**config.mk**
```make
export PLATFORM = sky130hd
export DESIGN_NAME = fir_sink
export DESIGN_NICKNAME = d
export VERILOG_FILES = /design/src/rtl/fir_sink.sv
export SDC_FILE = /design/constraint.sdc
export NUM_CORES = 1
export LEC_CHECK = 0
export ABC_AREA = 1
export BUFFER_PORTS_ARGS = -buffer_cell sky130_fd_sc_hd__buf_2
export CAP_MARGIN = 20
export CORE_ASPECT_RATIO = 1.25
export CORE_MARGIN = 2
export CORE_UTILIZATION = 62
export CTS_BUF_LIST = sky130_fd_sc_hd__clkbuf_16
export DETAILED_ROUTE_END_ITERATION = 12
export PLACE_DENSITY_LB_ADDON = 0.25
export RECOVER_POWER = 25
export SYNTH_ARGS = -nofsm -noshare
export SYNTH_HDL_FRONTEND = slang
export SYNTH_SLANG_ARGS = --single-unit
```
**constraint.sdc**
```tcl
create_clock -name clock -period 5.98 [get_ports clock]
set_input_delay 0.299 -clock clock [delete_from_list [all_inputs] [get_ports clock]]
set_output_delay 0.299 -clock clock [all_outputs]
set_load 0.01 [all_outputs]
```
**src/rtl/fir_sink.sv**
```systemverilog
// fir_sink: requantises the 19-bit filter result to 8 bits with round-half-up
// and saturation, then buffers the samples in a small FIFO for a downstream
// consumer. The filter side cannot be stalled, so when the FIFO is full the
// incoming sample is dropped and a sticky overflow flag records the loss.
// A simultaneous pop makes room on the same edge, so a full FIFO that is being
// drained never drops samples.

module fir_sink #(
  parameter int unsigned SHIFT = 3,  // right shift before requantisation, 1..11
  parameter int unsigned DEPTH = 8   // FIFO depth, power of two, 2..16
) (
  input  logic        clock,
  input  logic        reset,         // asynchronous, active low
  input  logic        valid_in,
  input  logic [18:0] y,
  output logic [7:0]  out_data,
  output logic        out_valid,
  input  logic        out_ready,
  input  logic        clear_ovf,
  output logic [4:0]  level,
  output logic [15:0] count,
  output logic        overflow
);

  // Pointer width; DEPTH is a power of two so the pointers wrap naturally.
  localparam int unsigned PW = $clog2(DEPTH);
  localparam logic [4:0] DEPTH_L = 5'(DEPTH);

  // Rounding constant: half of one output LSB, expressed at 20-bit width.
  localparam logic [19:0] ROUND_C = 20'(20'd1 << (SHIFT - 1));

  // Requantise one filter result: add the rounding constant at 20 bits so the
  // carry out of bit 18 is kept, shift, then clamp to the 8-bit range.
  function automatic logic [7:0] requant(input logic [18:0] val);
    logic [19:0] wide;
    logic [19:0] shifted;
    wide    = {1'b0, val} + ROUND_C;
    shifted = wide >> SHIFT;
    if (shifted > 20'd255) begin
      requant = 8'hFF;
    end else begin
      requant = shifted[7:0];
    end
  endfunction

  // Sample storage; contents need no reset because level gates visibility.
  logic [7:0]    mem_q [DEPTH];

  logic [PW-1:0] wr_ptr_q;
  logic [PW-1:0] wr_ptr_d;
  logic [PW-1:0] rd_ptr_q;
  logic [PW-1:0] rd_ptr_d;
  logic [4:0]    level_q;
  logic [4:0]    level_d;
  logic [15:0]   count_q;
  logic [15:0]   count_d;
  logic          ovf_q;
  logic          ovf_d;

  logic          pop_s;
  logic          push_s;
  logic          drop_s;
  logic          not_empty_s;
  logic          full_s;
  logic [7:0]    wdata_s;

  // Handshake decode: a pop frees a slot on the same edge, so a full FIFO
  // still accepts a push when it is also being read.
  always_comb begin
    not_empty_s = (level_q != 5'd0);
    full_s      = (level_q == DEPTH_L);
    pop_s       = not_empty_s && out_ready;
    push_s      = valid_in && (!full_s || pop_s);
    drop_s      = valid_in && !push_s;
    wdata_s     = requant(y);
  end

  // Next-state logic for pointers, occupancy, push counter and overflow flag.
  always_comb begin
    wr_ptr_d = wr_ptr_q;
    rd_ptr_d = rd_ptr_q;
    level_d  = level_q;
    count_d  = count_q;
    ovf_d    = ovf_q;

    if (push_s) begin
      wr_ptr_d = wr_ptr_q + PW'(1);
      count_d  = count_q + 16'd1;
    end else begin
      wr_ptr_d = wr_ptr_q;
      count_d  = count_q;
    end

    if (pop_s) begin
      rd_ptr_d = rd_ptr_q + PW'(1);
    end else begin
      rd_ptr_d = rd_ptr_q;
    end

    case ({push_s, pop_s})
      2'b10:   level_d = level_q + 5'd1;
      2'b01:   level_d = level_q - 5'd1;
      default: level_d = level_q;
    endcase

    // A drop on the same edge as a clear request must leave the flag set.
    if (drop_s) begin
      ovf_d = 1'b1;
    end else if (clear_ovf) begin
      ovf_d = 1'b0;
    end else begin
      ovf_d = ovf_q;
    end
  end

  // Control state register; reset empties the FIFO immediately.
  always_ff @(posedge clock or negedge reset) begin
    if (!reset) begin
      wr_ptr_q <= '0;
      rd_ptr_q <= '0;
      level_q  <= 5'd0;
      count_q  <= 16'd0;
      ovf_q    <= 1'b0;
    end else begin
      wr_ptr_q <= wr_ptr_d;
      rd_ptr_q <= rd_ptr_d;
      level_q  <= level_d;
      count_q  <= count_d;
      ovf_q    <= ovf_d;
    end
  end

  // Storage write port: the requantised sample lands at the write pointer.
  always_ff @(posedge clock) begin
    if (push_s) begin
      mem_q[wr_ptr_q] <= wdata_s;
    end
  end

  // Output view: the head entry is read straight from storage flops, so there
  // is no combinational path from y; forced to zero while the FIFO is empty,
  // which also covers the reset state.
  always_comb begin
    out_valid = not_empty_s;
    if (not_empty_s) begin
      out_data = mem_q[rd_ptr_q];
    end else begin
      out_data = 8'd0;
    end
    level    = level_q;
    count    = count_q;
    overflow = ovf_q;
  end

endmodule

```
After elaboration in Yosys (flattened, before gate mapping)
Memories as Yosys holds them, arrays and structs flattened. Cells that the tools add are included.

Logic and storage cells: 32. Register bits: 28. Output and inout bits: 31. Bits of input ports: 24. Memories: 1. Memory bits (read-only): 0. RAM bits: 64. Latch bits: 0.

Magnitude comparators: 1. Eq/ne operators: 3. Bitwise logic cells: 0. $add $sub $neg: 6. Reductions and logical operators: 9. Divide/modulo/power cells: 0. Multipliers: 0. Shift-type cells: 0. Mux-type cells: 7.

Memories: mem_q (depth 8, bits a word 8, rd ports 1, clocked after memory_dff 0, write ports 1, RTL line 47) `logic [7:0] mem_q [DEPTH];`.

Operators by type and width (count): adder 19 x 3 -> 20 bit (second input constant) (1); greater-than comparator 17 x 8 -> 1 bit (second input constant) (1); adder 16 x 1 -> 16 bit (second input constant) (1); 2-to-1 mux 8 bit (2); one-hot mux 5 bit (2 select lines) (1); adder 3 x 1 -> 3 bit (second input constant) (2); adder 5 x 1 -> 5 bit (second input constant) (1); equality test 5 x 4 -> 1 bit (second input constant) (1); nonzero test 5 bit (1); subtractor 5 x 1 -> 5 bit (second input constant) (1); 2-to-1 mux 1 bit (4); nonzero test 2 bit (2); logical AND 1 bit (3); equality test 2 x 1 -> 1 bit (second input constant) (1); equality test 2 bit (second input constant) (1); logical NOT 1 bit (2); logical OR 1 bit (1).

Longest topological paths before layout
Gate-level depths: netlist (run 1).

Depth after elaboration: 7. Gate-level depth with buffers: 12. Depth with buffers taken out: 12.

Least setup slack after synthesis (run 1)
OpenSTA, ideal clock, no wires.

Path type: flip-flop to flip-flop. Start point: reg level_q[0], in the netlist level[0]. End point: reg level_q[4], in the netlist level[4]. Buffers on the path: 0. Arrival: 1.822 ns. Setup time: 0.113 ns. Setup slack: 4.045 ns. Period minus slack after synthesis: 1.935 ns. Stages on the path, launching flop included: 12. Cell sequence: dfrtp_1 -> nor2_1 -> nand3_1 -> nand3_1 -> inv_1 -> ha_1 -> a21oi_1 -> o21ai_0 -> o21ai_0 -> nand3_1 -> nand2_1 -> inv_1.

Longest elaborated chain between the ends: 6.

Ends and longest elaborated chain: from (decl) (RTL line 53) `logic [4:0] level_q;`; from (signal assigned) (RTL line 127) `level_q <= level_d;`; equality test 5 x 4 -> 1 bit / nonzero test 5 bit (equally long branches) (RTL line 71, 70); logical NOT 1 bit / logical AND 1 bit (equally long branches) (RTL line 73, 72); logical OR 1 bit (RTL line 73) `push_s = valid_in && (!full_s || pop_s);`; logical AND 1 bit (RTL line 73); equality test 2 x 1 -> 1 bit / equality test 2 bit (equally long branches) (RTL line 100) `case ({push_s, pop_s})`; one-hot mux 5 bit (2 select lines) / nonzero test 2 bit (equally long branches).

Several ways; a longest one is shown, not always the timed one. A chain may end at the register's enable or synchronous reset.

Worst setup path in the final report (run 1)
Ends and elaborated chain as after synthesis.

==> flow_metrics.env, run 1 <==
export IMPL_die_h_um=99.5
export IMPL_hold_class="input port to flop"
export IMPL_grt_util_all_layers_pct=24.6
export IMPL_ys_types=32
export IMPL_first_pass_iters=4
export IMPL_antenna_cells=0
export IMPL_switching_share_pct=36.5
export IMPL_power_frac_seq_pct=41.1
export IMPL_top_layer="met4"
export IMPL_wl_per_cell_um=15.0
export IMPL_cts_htree_levels=3
export IMPL_period_share_pct=42.5
export IMPL_dieWidth_um=80.4
export IMPL_finalNetCount=535
export IMPL_status="complete, but fails checks"
export IMPL_synth_nets=482
export IMPL_maxCapViolations=1
export IMPL_syn_inst=450
export IMPL_period_needed_ns=2.54
export IMPL_cts_tree="yes"
export IMPL_ir_worst_vdd_mv=0.231
export IMPL_yosysSeqAreaShare_pct=57.9
export IMPL_viasPerCell=5.54
export IMPL_fillers=525
export IMPL_clock_sinks=92
export IMPL_p_comb_share_pct=33.9
export IMPL_cts_inserted_buffers=9
export IMPL_dr_wl_met2_um=4720
export IMPL_critPathKind="flop to flop"
export IMPL_met1_length_um=3840
export IMPL_drive_above_1_share_pct=14.6
export IMPL_violations="capacitance limit, slew limit"
export IMPL_internal_power_uw=1330
export IMPL_clock_latency_ns=0.34
export IMPL_cts_root_buf="clkbuf_16"
export IMPL_p_leak_uw=0.00202
export IMPL_grt_ovfl_total=0
export IMPL_grt_max_degree=34
export IMPL_route_met3_wl_um=357
export IMPL_cp_arrival_ns=2.78
export IMPL_relSlewSlack_pct=-1.96
export IMPL_hold_viol_final=0
export IMPL_dpl_cell_count=581
export IMPL_max_slew_worst_pin_slew_ns=1.53
export IMPL_ant_nets=0
export IMPL_clockBufferDepth=2
export IMPL_report_final_slew_viol_count=29
export IMPL_globalplace_congestion=0.794
export IMPL_path_clk_slew_ns=0.06
export IMPL_grt_setup_unrepaired="false"
export IMPL_power_density_nw_per_um2=409
export IMPL_syn_area_um2=4530
export IMPL_p_switching_uw=762
export IMPL_layout_commonest_cell="nor2_1"
export IMPL_fin_ws_ns=3.44
export IMPL_clock_power_share_pct=25.0
export IMPL_ios=55
export IMPL_grt_pass1_vias=3298
export IMPL_grt_pass1_wl_um=15100
export IMPL_crit_fanout=12
export IMPL_ys_seq_elements=92
export IMPL_clock_skew_ns=0.00816
export IMPL_final_util_pct=72.9
export IMPL_wirelength_um=9000
export IMPL_max_clock_freq_mhz=394
export IMPL_numPortBuffers=52
export IMPL_dieArea_um2=8000
export IMPL_area_growth_pct=13.0
export IMPL_synth_area_per_cell_um2=10.1
export IMPL_dp_slack_ns=3.49
export IMPL_dp_hpwl_um=6120
export IMPL_rows=34
export IMPL_cp_required_ns=6.22
export IMPL_drc=0
export IMPL_antenna_found_initial=0
export IMPL_drtIter0Drc=201
export IMPL_num_vias=3311
export IMPL_coreArea_um2=7020
export IMPL_post_cts_resized=0
export IMPL_start_util_pct=64.5
export IMPL_final_cell_mix="nor2_1, edfxtp_1, nand2_1"
export IMPL_cp_end_kind="flop"
export IMPL_fin_setup_tns_ns=0
export IMPL_fin_cells=598
export IMPL_yosys_warnings=0
export IMPL_critPathLaunchType="flop"
export IMPL_setup_viol=0
critical path, stage by stage (launching register included):
cell and delay, ns:
dfrtp_1 0.44, nor2_1 0.16, nand3_1 0.36, nand3_1 0.29
inv_1 0.11, ha_1 0.35, a21oi_1 0.23, o21ai_0 0.10
o21ai_0 0.20, nand3_1 0.10, nand2_1 0.08, inv_1 0.04
timing repair:
item | 4_1_cts | 5_1_grt
hold buffers | 1 | 0
buffers inserted | 0 | 0
setup endpoints to repair | 0 | 0
endpoints found under the hold margin | 23 | 0
area by class of cell:
| class | count | area (µm²) | share of cell area, % |
|---|---|---|---|
| Multi-Input combinational cell | 308 | 1700 | 33.3 |
| Tap cell | 90 | 113 | 2.20 |
| Clock buffer | 10 | 250 | 4.89 |
| Inverter | 37 | 139 | 2.72 |
| Clock inverter | 6 | 28.8 | 0.563 |
| Sequential cell | 92 | 2620 | 51.3 |
| Timing Repair Buffer | 55 | 256 | 5.02 |
metal layers:
| layer | vias to the layer above | track usage [%] |
|---|---|---|
| li1 | 1630 | - |
| met1 | 1597 | 30.6 |
| met2 | 75 | 43.1 |
| met3 | 9 | 4.81 |
| met4 | 0 | 7.82 |
| met5 | - | 0 |
logic make-up after synthesis:
| kind of cell | after synthesis | share of synthesized area [%] |
|---|---|---|
| AOI/OAI and AO/OA | 71 | 8.40 |
| and+or+nand+nor | 201 | 21.5 |
| buffers and inverters | 50 | 4.40 |
| xor gates and xnor gates | 28 | 5.42 |
| adders and majority gates | 8 | 2.38 |
| DFF | 92 | 57.9 |
stage by stage:
| stage | cell area (µm²) | hold slack [ns] | total power (µW) |
|---|---|---|---|
| after floorplan | 4530 | 0.00341 | 1350 |
| after global placement | 4850 | 0.345 | 1560 |
| after detailed placement | 4850 | 0.351 | 1580 |
| after CTS | 5140 | 0.157 | 2110 |
| after global routing | 5110 | 0.167 | 2230 |
| final | 5110 | 0.162 | 2090 |
synthesized netlist by cell type:
| master | n | share of area [%] |
|---|---|---|
| buf_4 | 1 | 0.17 |
| nor2_1 | 86 | 7.1 |
| o21ai_2 | 3 | 0.58 |
| inv_2 | 2 | 0.17 |
| clkbuf_1 | 6 | 0.50 |
| clkinv_1 | 1 | 0.083 |
| o22ai_1 | 1 | 0.14 |
| ha_1 | 7 | 1.9 |
| a21oi_1 | 5 | 0.55 |
| nand3_1 | 20 | 2.2 |
| fa_1 | 1 | 0.44 |
| inv_1 | 34 | 2.8 |
| nand3_2 | 4 | 0.88 |
| nand4_1 | 13 | 1.8 |
| nand2_1 | 54 | 4.5 |
| xor2_1 | 19 | 3.7 |
| edfxtp_1 | 64 | 42 |
| nor2_4 | 4 | 1.0 |
| o21ai_0 | 48 | 5.3 |
| or2_1 | 1 | 0.14 |
| nand2_2 | 5 | 0.69 |
| a31oi_1 | 8 | 1.1 |
| nand2_4 | 2 | 0.50 |
| o211ai_1 | 1 | 0.17 |
| o21ai_1 | 5 | 0.55 |
| buf_2 | 6 | 0.66 |
| nor2_8 | 2 | 0.88 |
| nor2_2 | 5 | 0.69 |
| nor3_4 | 2 | 0.72 |
| xnor2_1 | 9 | 1.7 |
| dfrtp_1 | 28 | 15 |
| nor3_1 | 3 | 0.33 |
power by group through the flow:
stage | Sequential [µW] | Combinational (µW) | Clock (µW)
floorplan | 875 | 473 | 0
global route | 872 | 803 | 552
CTS | 857 | 726 | 526
detailed placement | 868 | 716 | 0
global placement | 864 | 692 | 0
finish | 858 | 708 | 523
sequential cells by signal, summed over array words and instances (netlist names):
signal	count
mem_q	64
count	16
level	5
rd_ptr_q	3
wr_ptr_q	3
overflow	1
final timing paths:
kind	startpoint	to	depth (start not counted)	slack [ns]
worst max-delay path	level[0]	level[4]	11	3.44
worst max register to register	level[0]	level[4]	11	3.44
worst min register to register	count[15]	count[15]	1	0.49
min in group asynchronous	reset	count[15]	2	0.87
max in group asynchronous	reset	rd_ptr_q[0]	2	4.22
worst min-delay path	clear_ovf	overflow	2	0.16
Note: power is estimated with default switching activity, not from simulation.
==> run 2: changes to the inputs <==
- ABC_AREA: 1 -> 0
- CORE_UTILIZATION: 62 -> 57
- clock period: 5.98 -> 2.5 ns (I/O delays scaled with it)
==> run 2 against run 1 <==
  * The flow now finishes without violations
  * Routed wire length fell by 13%
  * Area after synthesis fell by 7.5%
  * Die area rose by 0.62%
  * Worst setup slack got worse by 3.3 ns
  * Fmax rose by 7.5%
==> flow_metrics.env, run 2 <==
export IMPL_status="finished clean"
export IMPL_synth_compound_area_share_pct=2.27
export IMPL_ir_worst_vdd_mv=0.572
export IMPL_yosys_mux_area_fraction_pct=12.8
export IMPL_critPathKind="flop to flop"
export IMPL_drive_above_1_share_pct=26.0
export IMPL_finalNetCount=385
export IMPL_yosysSeqAreaShare_pct=62.6
export IMPL_drtIter0Drc=137
export IMPL_globalplace_congestion=0.740
export IMPL_drc=0
export IMPL_grt_pass1_vias=2608
export IMPL_synth_nets=314
export IMPL_ant_nets=0
export IMPL_clockBufferDepth=2
export IMPL_first_pass_iters=4
export IMPL_synthSimpleGateAreaFrac_pct=11.1
export IMPL_die_h_um=99.8
export IMPL_dieArea_um2=8050
export IMPL_ys_seq_elements=92
export IMPL_cts_inserted_buffers=9
export IMPL_largest_register_ffs=64
export IMPL_area_growth_pct=17.4
export IMPL_rows=34
export IMPL_clock_sinks=92
export IMPL_wirelength_um=7820
export IMPL_maxCapViolations=0
export IMPL_cts_htree_levels=3
export IMPL_dpl_cell_count=430
export IMPL_coreArea_um2=7060
export IMPL_dieWidth_um=80.7
export IMPL_final_util_pct=69.6
export IMPL_ys_flop_type="edfxtp_1"
export IMPL_synth_top_family_by_area="multiplexers"
export IMPL_syn_area_um2=4190
export IMPL_ios=55
export IMPL_largest_register="mem_q"
export IMPL_grt_util_all_layers_pct=22.0
export IMPL_ys_top_cells_by_area="edfxtp_1, dfrtp_1, mux4_2"
export IMPL_grt_max_degree=29
export IMPL_ys_types=45
export IMPL_layout_commonest_cell="edfxtp_1"
export IMPL_p_comb_share_pct=30.5
export IMPL_dp_hpwl_um=5340
export IMPL_p_leak_uw=0.00182
export IMPL_synthXorXnorAreaFrac_pct=6.48
export IMPL_power_frac_seq_pct=44.9
export IMPL_cp_required_ns=2.73
export IMPL_internal_power_uw=3330
export IMPL_synth_fa_ha_area_share_pct=2.57
export IMPL_fin_cells=448
export IMPL_synth_top_cell_by_area="edfxtp_1"
export IMPL_wl_per_cell_um=17.5
export IMPL_clock_skew_ns=0.00811
export IMPL_critPathLaunchType="flop"
export IMPL_synth_top_area_share_pct=45.9
export IMPL_hold_viol_final=0
export IMPL_setup_viol=0
export IMPL_max_slew_worst_pin_slew_ns=1.49
export IMPL_synthTopCellsByCount="edfxtp_1, dfrtp_1, xnor2_1"
export IMPL_fin_setup_tns_ns=0
export IMPL_crit_fanout=4
export IMPL_yosys_warnings=0
export IMPL_synth_edff_count=64
export IMPL_syn_inst=282
export IMPL_grt_setup_unrepaired="false"
export IMPL_whs_ns=0.0999
export IMPL_cts_root_buf="clkbuf_16"
export IMPL_cts_tree="yes"
export IMPL_relSlewSlack_pct=0.668
export IMPL_p_switching_uw=1600
export IMPL_hold_class="input port to flop"
export IMPL_path_clk_slew_ns=0.06
export IMPL_antenna_found_initial=0
export IMPL_synthMostInstantiatedCell="edfxtp_1"
export IMPL_power_density_nw_per_um2=1000
export IMPL_switching_share_pct=32.4
export IMPL_synth_area_per_cell_um2=14.9
export IMPL_numPortBuffers=52
export IMPL_async_reset_ff_share_pct=30.4
export IMPL_report_final_slew_viol_count=0
export IMPL_cp_end_kind="flop"
export IMPL_grt_pass1_wl_um=12800
export IMPL_cp_arrival_ns=2.59
export IMPL_num_vias=2567
export IMPL_clock_power_share_pct=24.7
export IMPL_period_needed_ns=2.36
export IMPL_start_util_pct=59.3
export IMPL_clock_latency_ns=0.34
export IMPL_period_share_pct=94.5
export IMPL_antenna_cells=0
export IMPL_viasPerCell=5.73
export IMPL_max_clock_freq_mhz=423
export IMPL_grt_ovfl_total=0
export IMPL_final_cell_mix="edfxtp_1, buf_2, dfrtp_1"
run 2: cell count changes after synthesis, moves of 6 or more:
cell | before | now
a31oi_1 | 8 | 1
mux2i_1 | 0 | 14
mux4_2 | 0 | 16
inv_1 | 34 | 9
nand2_1 | 54 | 21
nand3_1 | 20 | 14
xnor2_1 | 9 | 25
xor2_1 | 19 | 6
nor2_1 | 86 | 13
and3_1 | 0 | 6
nand4_1 | 13 | 6
o21ai_0 | 48 | 1
run 2: area by class of cell:
type                            instances  area [µm²]
Inverter                               10        40.0
Timing Repair Buffer                   69         362
Tap cell                               90         113
Multi-Input combinational cell        171        1510
Sequential cell                        92        2620
Clock inverter                          7        43.8
Fill cell                             502        2140
Clock buffer                            9         225
run 2: layer usage:
metal  up-vias  share of wire [%]  global-route usage, %
met5         -                  0                      0
met4         0                2.4                   11.6
met3        13                4.3                   3.78
met2        77                 54                   38.1
met1      1272                 39                   26.1
li1       1205                  -                      -
run 2: worst max-delay path, stage by stage, from the launching register on:
cell and delay [ns]:
dfrtp_1 0.40, or4_4 0.57, nor2_4 0.14, inv_2 0.07, nand3_4 0.09, inv_4 0.05, ha_1 0.27, a21o_1 0.19
a21oi_2 0.14, xnor2_1 0.07, mux2_2 0.25
run 2: cell families (layout without fill, tap and decap cells):
kind of cell,count (synthesis),after routing
compound gates,13,13
xor+xnor,31,31
fa+ha+maj,8,8
buf+inv,19,95
flops,92,92
mux,33,33
simple gates,86,86
run 2: final timing paths:
path,startpoint,end,slack (ns),cells past startpoint
max in group asynchronous,reset,count[14],0.96,2
min reg2reg,count[15],count[15],0.47,1
max reg2reg,level[4],level[3],0.14,10
min,out_ready,rd_ptr_q[2],0.1,3
min in group asynchronous,reset,count[7],0.67,2
max,level[4],level[3],0.14,10
run 2: timing repair:
item                                    4_1_cts  5_1_grt
endpoints found under the hold margin        29        0
endpoints found under the setup margin        0        2
gates resized for setup                       0        2
hold buffers                                  2        0
setup buffers                                 0        0
run 2: metrics by stage:
stage | power [µW] | setup WS (ns) | instance area (µm²)
after global placement | 3700 | 0.154 | 4650
after detailed placement | 3760 | 0.102 | 4650
final | 4920 | 0.136 | 4920
after global routing | 5200 | 0.00513 | 4920
after CTS | 4980 | 0.0838 | 4940
after floorplan | 3230 | 0.00440 | 4220
run 2: power groups by stage:
| stage | Combinational [µW] | Clock [µW] | Sequential, µW |
|---|---|---|---|
| final | 1500 | 1210 | 2210 |
| after global routing | 1660 | 1290 | 2250 |
| after CTS | 1540 | 1230 | 2210 |
| after detailed placement | 1530 | 0 | 2230 |
| after global placement | 1480 | 0 | 2220 |
| after floorplan | 1100 | 0 | 2130 |
